[config.mk]
export PLATFORM = sky130hd
export DESIGN_NAME = lane_demux_1x4
export DESIGN_NICKNAME = d
export VERILOG_FILES = /design/src/rtl/vpu_pkg.sv /design/src/rtl/lane_out_reg.sv /design/src/rtl/lane_demux_1x4.sv
export SDC_FILE = /design/constraint.sdc
export NUM_CORES = 1
export LEC_CHECK = 0
export CAP_MARGIN = 20
export CORE_MARGIN = 5
export CORE_UTILIZATION = 45
export CTS_CLUSTER_DIAMETER = 30
export DETAILED_ROUTE_END_ITERATION = 10
export PLACE_DENSITY = 0.8
export SKIP_LAST_GASP = 1
export SLEW_MARGIN = 20
export SYNTH_ARGS = -nofsm -noshare
export SYNTH_HDL_FRONTEND = slang
export SYNTH_SLANG_ARGS = --single-unit
[constraint.sdc]
create_clock -name clk -period 1.9 [get_ports clk]
set_input_delay 0.38 -clock clk [delete_from_list [all_inputs] [get_ports clk]]
set_output_delay 0.38 -clock clk [all_outputs]
set_load 0.005 [all_outputs]
[src/rtl/vpu_pkg.sv]
// Shared VPU definitions: lane count, lane index type, demux lane-selection mode.
package vpu_pkg;

  localparam int NUM_LANES = 4;

  typedef logic [1:0] lane_idx_t;

  typedef enum logic {
    LM_DIRECTED = 1'b0,
    LM_SCATTER  = 1'b1
  } lane_mode_e;

  // Round-robin successor; the 2-bit index wraps 3 -> 0 by itself.
  function automatic lane_idx_t rr_next(input lane_idx_t ptr);
    return ptr + lane_idx_t'(1);
  endfunction

endpackage

[src/rtl/lane_out_reg.sv]
// One-entry output slice for a single lane: loads a beat, holds it until the
// consumer takes it, and lets a new load replace a draining entry without a bubble.
module lane_out_reg #(
  parameter int DATA_W = 32
) (
  input  logic              clk,
  input  logic              rst_n,
  input  logic              load,
  input  logic [DATA_W-1:0] load_data,
  input  logic              drain,
  output logic              valid,
  output logic [DATA_W-1:0] data
);

  // Valid/data register: load wins over drain; data is kept (not cleared) after drain.
  always_ff @(posedge clk or negedge rst_n) begin
    if (!rst_n) begin
      // NOTE: sequential state uses non-blocking assignments so every register samples pre-edge values.
      valid <= 1'b0;
      data  <= '0;
    end else if (load) begin
      valid <= 1'b1;
      data  <= load_data;
    end else if (valid && drain) begin
      valid <= 1'b0;
    end
  end

endmodule

[src/rtl/lane_demux_1x4.sv]
// Stream demultiplexer from the element fetch stage to the four per-lane execution
// pipes. The target lane comes from in_sel (directed) or a round-robin pointer
// (scatter); a full lane stalls only beats aimed at it.
module lane_demux_1x4
  import vpu_pkg::*;
#(
  parameter int DATA_W    = 32,
  parameter int NUM_LANES = vpu_pkg::NUM_LANES
) (
  input  logic                        clk,
  input  logic                        rst_n,
  input  logic                        in_valid,
  output logic                        in_ready,
  input  logic [DATA_W-1:0]           in_data,
  input  logic [1:0]                  in_sel,
  input  logic                        in_mode,
  input  logic                        in_last,
  output logic [NUM_LANES-1:0]        out_valid,
  input  logic [NUM_LANES-1:0]        out_ready,
  output logic [NUM_LANES*DATA_W-1:0] out_data,
  output logic                        busy
);

  lane_mode_e           mode;
  lane_idx_t            rr_ptr;
  lane_idx_t            target;
  logic                 accept;
  logic [NUM_LANES-1:0] load_en;

  assign mode = lane_mode_e'(in_mode);

  // Target lane and readiness: in_ready depends on lane state and out_ready, never on in_valid.
  always_comb begin
    target   = (mode == LM_SCATTER) ? rr_ptr : lane_idx_t'(in_sel);
    in_ready = !out_valid[target] || out_ready[target];
    accept   = in_valid && in_ready;
  end

  // One-hot load enable for the targeted lane on an accepted beat.
  always_comb begin
    // NOTE: default every always_comb output first so no path leaves it unassigned (no latch).
    load_en = '0;
    if (accept) begin
      load_en[target] = 1'b1;
    end
  end

  // Round-robin pointer: in_last on any accepted beat restarts at lane 0, ahead of the scatter increment.
  always_ff @(posedge clk or negedge rst_n) begin
    if (!rst_n) begin
      rr_ptr <= '0;
    end else if (accept) begin
      if (in_last) begin
        rr_ptr <= '0;
      end else if (mode == LM_SCATTER) begin
        rr_ptr <= rr_next(rr_ptr);
      end
    end
  end

  for (genvar i = 0; i < NUM_LANES; i++) begin : g_lane
    lane_out_reg #(
      .DATA_W(DATA_W)
    ) u_lane (
      .clk      (clk),
      .rst_n    (rst_n),
      .load     (load_en[i]),
      .load_data(in_data),
      .drain    (out_ready[i]),
      .valid    (out_valid[i]),
      .data     (out_data[i*DATA_W +: DATA_W])
    );
  end

  assign busy = |out_valid;

endmodule
==> impl_metrics.ini, run 1 <==
[clock_tree]
cts_root_buf = clkbuf_16
clk_pin_slew_worst_paths_ps = 60
clock_path_buffers = 2
insertion_delay_ps = 410
htreeDepth = 4
cts_tree = built
cts_buffers = 17
cts_num_sinks = 134

[min_path]
min_path_type = primary input to asynchronous set/reset pin

[synth]
syn_area_mm2 = 0.005130
synth_cell_types = 21
synth-seq-cells = 134
ys_warn_count = 0
postSynthCellCount = 307
synth.avg_cell_area_um2 = 16.71
syn_nets = 350
yosysSeqAreaShare_pct = 65.37

[detailed_routing]
wl_per_cell_um = 19.24
via_per_inst = 5.056
wirelength_um = 12820
first_pass_iters = 4
drc = 0
num_vias = 3367
drt_iter0_markers = 102
ant_nets = 0

[cells_and_area]
drive_above_1_share_pct = 37.09
fill_cells = 782
antenna_cells = 0
finalInstanceArea_mm2 = 0.007845
area_growth_pct = 52.93
layout.nets = 553

[die]
fp.dieH_um = 116.8
fp-row-count = 39
initial_utilization_pct = 45.51
dieArea_mm2 = 0.01364
fp.dieW_um = 116.8
pin_count = 177
core_area_mm2 = 0.01127

[critical_path]
crit_buf_inv = 1
r2r-start = rr_ptr[0]
worstPathRequired_ps = 1520
critical_path_class = flop to primary output
worstRegToRegCells = 7
critPathTopFamily = multiplexers
slowest_delay_ps = 520
worstReg2RegEnd = g_lane[3].u_lane.data[20]
worst_setup_path_end_kind = primary output
critPathArrivalTime_ps = 1690
path_max_fanout = 2
cp.depth = 3
slowest_stage = mux4_2
setup.worst_path.start_class = flop
crit_chain = mux2i_2, mux4_2, buf_2
r2r_slack_ps = 130

[status]
status = complete, but fails checks
violations = negative setup slack

[grt]
grt_use_total_pct = 19.43
grt_overflow_total = 0
grt_max_degree = 42
grt_antenna_before_repair = 0
grt_first_pass_wirelength_um = 19920
grt_pass1_vias = 3730

[timing]
rsz0062_at_grt = true
fin_crit_ps = 2071
setup_viol = 1
fin_ws_ps = -171.0
fmax_mhz = 482.9
relSlewSlack_pct = 72.95
slew_viol_final = 0
finalHoldViolCount = 0
final.period_utilization_pct = 109.0
tightest_slew_ps = 405.8
clock-skew-final_ps = 5.049

[place]
place.gp.congestion = 0.7521
post_dp_cell_area_mm2 = 0.007243
io_buffers = 176
dpl_worst_slack_ps = -722.8
place_hpwl_um = 9202

[power_and_ir_drop]
p_leak_nw = 3.368
ir_drop_mv = 0.9264
power_density_mw_per_mm2 = 1744

[flow_run]
drv_cap = 0
cell type report:
type	count	area, um2	area share (%)
multi-input combinational	157	1687	21.50
timing repair buffer	200	2031	25.89
clock buffer	21	470.5	5.997
clock inverter	11	125.1	1.595
tap	143	178.9	2.281
sequential	134	3353	42.74
worst max-delay path by stage:
stage,endpoint,start,slack [ps]
finish,in_ready,rr_ptr[0],-170
global route,in_ready,rr_ptr[0],-240
CTS,in_ready,rr_ptr[0],-190
detailed placement,in_ready,in_mode,-720
global placement,in_ready,in_mode,-710
floorplan,in_ready,in_mode,100
layer usage:
metal  wire, um  vias to the layer above  track usage (%)
li1           -                     1501                -
met1       4985                     1745            22.72
met2       6735                      102            33.07
met3        847                       19            6.221
met4        246                        0            8.180
met5          0                        -                0
cells in the mapped netlist:
library cell / number / area share (%)
dfrtp_1: 134 / 65
a22oi_1: 1 / 0.15
a2bb2oi_1: 1 / 0.17
nor2_1: 1 / 0.073
mux2i_1: 2 / 0.39
nand2_1: 6 / 0.44
buf_4: 4 / 0.59
nand4_2: 1 / 0.24
buf_2: 12 / 1.2
mux4_1: 1 / 0.51
nand4b_2: 1 / 0.29
mux2i_2: 1 / 0.27
nor2b_2: 1 / 0.17
or4_1: 1 / 0.15
nand2b_1: 4 / 0.49
a221o_1: 1 / 0.20
o2bb2ai_1: 1 / 0.17
mux2_2: 129 / 28
nor3b_1: 3 / 0.44
nand3b_2: 1 / 0.22
nand3_2: 1 / 0.20
worst reg2reg max path, stage by stage (launching register included):
cell	delay (ps)
dfrtp_1	390
mux2i_2	230
buf_4	150
buf_4	130
nor2b_2	60
nand3b_2	150
buf_12	190
mux2_2	350
through the flow:
step	instances	setup TNS (ps)	hold slack, ps	power [mW]	util, %
after floorplan	307	0	84.41	6.782	-
after global placement	632	-46940	338.8	10.32	64.26
after detailed placement	632	-53040	336.0	10.54	64.26
after CTS	666	-193.3	436.7	13.85	69.60
after global routing	666	-251.0	485.3	14.38	69.60
final	666	-171.0	444.6	13.68	69.60
where the power goes:
group          internal, mW  total [mW]  switching [mW]
Clock                  2.04        3.24            1.21
Sequential             4.29        5.07           0.783
Combinational          3.75        5.36            1.62
flip-flops by register name, indices dropped and copies added, names as in the netlist:
name	cells
g_lane.u_lane.data	128
g_lane.u_lane.valid	4
rr_ptr	2
cells by family (layout without fill, tap and decap cells):
| logic type | after synthesis | count (layout) | synth area share, % |
|---|---|---|---|
| flops | 134 | 134 | 65.37 |
| mux | 133 | 133 | 29.49 |
| simple gates | 20 | 20 | 2.707 |
| buf+inv | 16 | 232 | 1.756 |
| compound gates | 4 | 4 | 0.6831 |
placed cells by master (no fill, tap or decap), drive strengths merged:
cell type	synthesis	layout
a2bb2oi	1	1
clkdlybuf4s50	0	172
dlygate4sd2	0	1
buf	16	26
a221o	1	1
mux2i	3	3
dlygate4sd3	0	1
nand3	1	1
or4	1	1
mux4	1	1
nand4b	1	1
clkinvlp	0	2
nand3b	1	1
clkbuf	0	21
mux2	129	129
nand2	6	6
nor2b	1	1
bufinv	0	2
o2bb2ai	1	1
a22oi	1	1
nand2b	4	4
nor3b	3	3
nor2	1	1
clkinv	0	7
dfrtp	134	134
nand4	1	1
repair_timing:
action,4_1_cts,5_1_grt
endpoints found under the hold margin,26,0
hold buffers,1,0
setup buffers,1,0
gates resized for setup,11,0
setup endpoints to repair,55,2
No activity file was read; power rests on OpenSTA's default activity.
==> run 2, diff against run 1 <==
- CAP_MARGIN: 20 -> 10
==> results of run 2 <==
The final DEF is identical to that of run 1; final timing and power are the same.
==> RTL edit 1 (settings of run 2) <==
`DATA_W` is set to 32 in 2 places; all go to 48.
--- a/src/rtl/lane_out_reg.sv
+++ b/src/rtl/lane_out_reg.sv
@@ -2,5 +2,5 @@
 // consumer takes it, and lets a new load replace a draining entry without a bubble.
 module lane_out_reg #(
-  parameter int DATA_W = 32
+  parameter int DATA_W = 48
 ) (
   input  logic              clk,
--- a/src/rtl/lane_demux_1x4.sv
+++ b/src/rtl/lane_demux_1x4.sv
@@ -5,5 +5,5 @@
   import vpu_pkg::*;
 #(
-  parameter int DATA_W    = 32,
+  parameter int DATA_W    = 48,
   parameter int NUM_LANES = vpu_pkg::NUM_LANES
 ) (
Ports: changed (resized in_data and out_data); port bits go from 177 to 257. No check against the original RTL was run, so the function may have changed too.
==> RTL edit 1 against run 2 <==
- count of clock-buffer cells in the layout rose by 1
- synthesized cell count rose by 44%
- synthesized area rose by 46%
- the flow still finishes with violations (negative setup slack)
- critical path depth did not move
- worst hold slack improved by 0.018 ns
- power rose by 39%
- worst setup slack got worse by 0.0037 ns
- routed wire length rose by 51%
- sequential cell count rose by 64
- register-to-register slack got worse by 0.03 ns
- maximum frequency fell by 0.18%
- critical path type unchanged
- final area rose by 42%
- non-clock buffer count rose by 87
==> RTL edit 1: results (changes against run 2) <==
| Metric | Value |
|---|---|
| Status | complete, but fails checks |
| Failing checks | negative setup slack |
| # DRC | 0 (unchanged) |
| Number of global-route vias before repair | 5444 (+46%) |
| DP HPWL | 14.07 mm (+53%) |
| HP Class | in2async |
| Layout cells sized above 1 | 35.23% (-1.9 points) |
| Arr. time, crit path | 1.69 ns (about the same) |
| Post-synthesis compound-gate area fraction | 0.4678% (-0.22 points) |
| H-tree depth reported by CTS | 4 (unchanged) |
| Max IR drop VDD | 970.9 uV (+4.8%) |
| CTS root buf | clkbuf_16 |
| Mux contribution to synthesized area | 29.82% (+0.33 points) |
| Clock Skew | 0.009511 ns (+0.004462 ns) |
| Mapped Nets | 502 (+43%) |
| Setup violations, final | 1 (unchanged) |
| Starting DRT DRC Count | 153 (+50%) |
| Critical path type | reg2out |
| Finished Core Util | 67.54% (-2.1 points) |
| First drt pass iteration count | 4 (unchanged) |
| Post-synth cell types | 23 (+9.5%) |
| Total CTS buffers | 17 (unchanged) |
| Synth top cells by count | dfrtp_1, mux2_2, buf_2, nand2_1 |
| CTS clock-pin slew for the worst setup and hold paths | 0.06 ns (about the same) |
| Leakage power | 4.763 nW (+41%) |
| Asr flop ratio synth | 100.0% (unchanged) |
| Synth Warn # | 0 (unchanged) |
| Max FO, Critical Path | 2 (unchanged) |
| Number of antenna diodes | 0 (unchanged) |
| Largest net degree at the start of global routing | 50 (+19%) |
| Vias per inst | 5.039 (-0.33%) |
| Synth Area in XOR/XNOR | 0% (unchanged) |
| NumNets Final | 784 (+42%) |
| GP Congestion | 0.7947 (+5.7%) |
| Seq/Total Area, Yosys | 66.15% (+0.79 points) |
| CTS max path bufs | 2 (unchanged) |
| Adder-cell area share of the yosys netlist | 0% (unchanged) |
| Area contributors post-synth | dfrtp_1, mux2_2, buf_2, buf_6, buf_4 |
| Largest registers | g_lane.u_lane.data (192), g_lane.u_lane.valid (4), rr_ptr (2) |
| Initial antenna violation count | 0 (unchanged) |
| GRT Overall Usage | 20.50% (+1.1 points) |
| Drt total wl | 19.36 mm (+51%) |
| Skew-Pair Late Insertion Delay | 0.42 ns |
| Slack of the critical path | -0.1747 ns (-0.003691 ns) |
| CP peak stage delay | 0.53 ns |
| First-pass GRT wire length | 31.11 mm (+56%) |
| Port Buffer Count | 256 (+45%) |
| Worst-Margin Slew | 0.4268 ns (+0.02100 ns) |
| Top delay family on crit path | multiplexers |
| CP max-delay cell | mux4_2 |
==> RTL edit 1: cell count changes after synthesis, moves of 2 or more <==
cell / delta
mux2_2: +62
dfrtp_1: +64
buf_6: +3
buf_2: +5
mux2_1: +2
==> RTL edit 1: cell families after synthesis <==
kind of cell           Yosys count
AND/OR/NAND/NOR                 20
buffers and inverters           24
flip-flops                     198
multiplexers                   197
AO/OA/AOI/OAI                    4
==> RTL edit 1: path summary, 6_finish.rpt <==
path	startpoint	to	slack (ns)	cells past startpoint
worst max-delay path	rr_ptr[0]$_DFFE_PN0P_	in_ready	-0.17	3
worst min-delay path	rst_n	g_lane[0].u_lane.data[22]$_DFFE_PN0P_	0.46	2
worst max register to register	rr_ptr[1]$_DFFE_PN0P_	g_lane[2].u_lane.data[6]$_DFFE_PN0P_	0.10	5
worst min register to register	g_lane[1].u_lane.data[14]$_DFFE_PN0P_	g_lane[1].u_lane.data[14]$_DFFE_PN0P_	0.50	1
max in group asynchronous	rst_n	g_lane[1].u_lane.data[36]$_DFFE_PN0P_	0.82	3
min in group clk	g_lane[1].u_lane.data[14]$_DFFE_PN0P_	g_lane[1].u_lane.data[14]$_DFFE_PN0P_	0.50	1
==> RTL edit 1: through the flow <==
stage	std cells	power, mW	setup slack [ns]	cell area (um^2)	TNS [ns]
after detailed placement	921	15.57	-0.6762	10480	-96.47
after CTS	956	19.28	-0.2083	11100	-0.2118
final	958	19.05	-0.1747	11120	-0.1747
after global placement	921	15.21	-0.6805	10480	-93.26
after global routing	958	20.08	-0.2386	11120	-0.2531
after floorplan	443	9.988	0.1753	7490	0
==> RTL edit 1: report_power, final <==
group          internal (mW)  switching, mW
Sequential              6.34           1.17
Combinational           5.52           2.43
Clock                   2.06           1.53
Total                   13.9           5.13
==> RTL edit 1: area by class of cell <==
cell class,instances,area (um^2)
fillers,1151,5345
flip-flops and latches,198,4955
repair buffers,287,2903
multi-input cells,221,2395
clock buffers,22,474.2
well taps,220,275.3
clock inverters,10,118.9
==> RTL edit 1: routing by layer <==
metal / vias up / GRT usage [%] / wire length (um) / share of wire, %
met5: - / 0 / 0 / 0
met4: 0 / 6.540 / 390 / 2.0
met3: 27 / 7.310 / 1414 / 7.3
met2: 164 / 36.18 / 10250 / 53
met1: 2493 / 23.29 / 7303 / 38
li1: 2143 / - / - / -
==> RTL edit 1: what timing repair did <==
| action | 4_1_cts | 5_1_grt |
|---|---|---|
| hold buffers | 1 | 0 |
| endpoints found under the setup margin | 146 | 3 |
| resized for setup | 11 | 2 |
| buffers inserted | 2 | 2 |
| hold endpoints to repair | 40 | 0 |
==> RTL edit 2 (settings of run 2) <==
Without the edit above. Make the reset (`rst_n`) synchronous in 2 clocked blocks.
--- a/src/rtl/lane_out_reg.sv
+++ b/src/rtl/lane_out_reg.sv
@@ -14,5 +14,5 @@
 
   // Valid/data register: load wins over drain; data is kept (not cleared) after drain.
-  always_ff @(posedge clk or negedge rst_n) begin
+  always_ff @(posedge clk) begin
     if (!rst_n) begin
       // NOTE: sequential state uses non-blocking assignments so every register samples pre-edge values.
--- a/src/rtl/lane_demux_1x4.sv
+++ b/src/rtl/lane_demux_1x4.sv
@@ -47,5 +47,5 @@
 
   // Round-robin pointer: in_last on any accepted beat restarts at lane 0, ahead of the scatter increment.
-  always_ff @(posedge clk or negedge rst_n) begin
+  always_ff @(posedge clk) begin
     if (!rst_n) begin
       rr_ptr <= '0;
Function: differs if rst_n is asserted again (counterexample within 4 cycles, from zero or initial values and one cycle with rst_n low); with rst_n held inactive, the same outputs for 10 cycles.
==> RTL edit 2 against run 2 <==
- synthesized area down 0.49%
- sequential cell count unchanged
- clock skew grew 0.011 ns
- routed wire length rose by 23%
- worst setup slack better by 0.22 ns
- core utilization rose by 0.87 points
- critical path type unchanged
- final area shrank 1.3%
- register-to-register slack better by 0.05 ns
Power is not compared: it rests on default switching activity, and its combinational part moved more than twofold at a synthesized area within 25%.
==> RTL edit 2: results (changes against run 2) <==
| Metric | Value |
|---|---|
| Status | complete, no violations |
| Crit Reg-Reg Endpoint | g_lane[1].u_lane.data[13]$_SDFFE_PN0P_ |
| Largest net degree at the start of global routing | 97 (+130%) |
| GP Congestion | 0.8736 (+16%) |
| HP Class | in2reg |
| Via count | 4750 (+41%) |
| Multi-input gate area | 2227 um^2 (+32%) |
| Seq/Total Area, Yosys | 52.55% (-13 points) |
| Setup violations, final | 0 (-1) |
| Drt total wl | 15.72 mm (+23%) |
| Min Hold Slack | 0.3928 ns (-0.05179 ns) |
| Layout cells sized above 1 | 9.079% (-28 points) |
| DP HPWL | 10.84 mm (+18%) |
| Port Buffer Count | 176 (unchanged) |
| Fill cells | 843 (+7.8%) |
| CP peak stage delay | 0.32 ns (-0.20 ns) |
| Clock Skew | 0.01580 ns (+0.01075 ns) |
| Placed standard-cell area | 7132 um^2 (-1.5%) |
| Starting DRT DRC Count | 262 (+160%) |
| Placed Cells | 899 (+42%) |
| Slack of the critical path | 0.04407 ns (+0.2151 ns) |
| Arr. time, crit path | 1.48 ns (-0.21 ns) |
| NumNets Final | 823 (+49%) |
| Number of global-route vias before repair | 4729 (+27%) |
| # resized after CTS | 9 (-2) |
| R2R cell count | 6 (-1) |
| Area contributors post-synth | dfxtp_1, nand2_1, a21boi_0, a21boi_1, buf_2 |
| Asr flop ratio synth | 0% (-100 points) |
| CP max-delay cell | dfxtp_1 |
| Crit path from | rr_ptr[1]$_SDFFE_PN0P_ |
[RTL edit 2: changes by cell type after synthesis, sizes merged, moves of 3 or more]
cell | before | now
nor3b | 3 | 0
dfxtp | 0 | 134
nand2 | 6 | 259
a21boi | 0 | 132
mux2 | 129 | 1
dfrtp | 134 | 0
o21ai | 0 | 3
clkbuf | 0 | 21
buf | 16 | 24
[RTL edit 2: cell type report]
type | instances | area share, %
sequential | 134 | 34.68
multi-input combinational | 422 | 28.77
timing repair buffer | 204 | 26.66
clock buffer | 19 | 5.723
tap | 140 | 2.263
clock inverter | 13 | 1.859
inverter | 1 | 0.04850
[RTL edit 2: metal layers]
layer | vias up | global-route usage, % | wire (um)
met3 | 22 | 8.964 | 1447
met4 | 0 | 9.435 | 224
met5 | - | 0 | 0
li1 | 2316 | - | -
met2 | 176 | 38.98 | 7891
met1 | 2236 | 26.59 | 6157
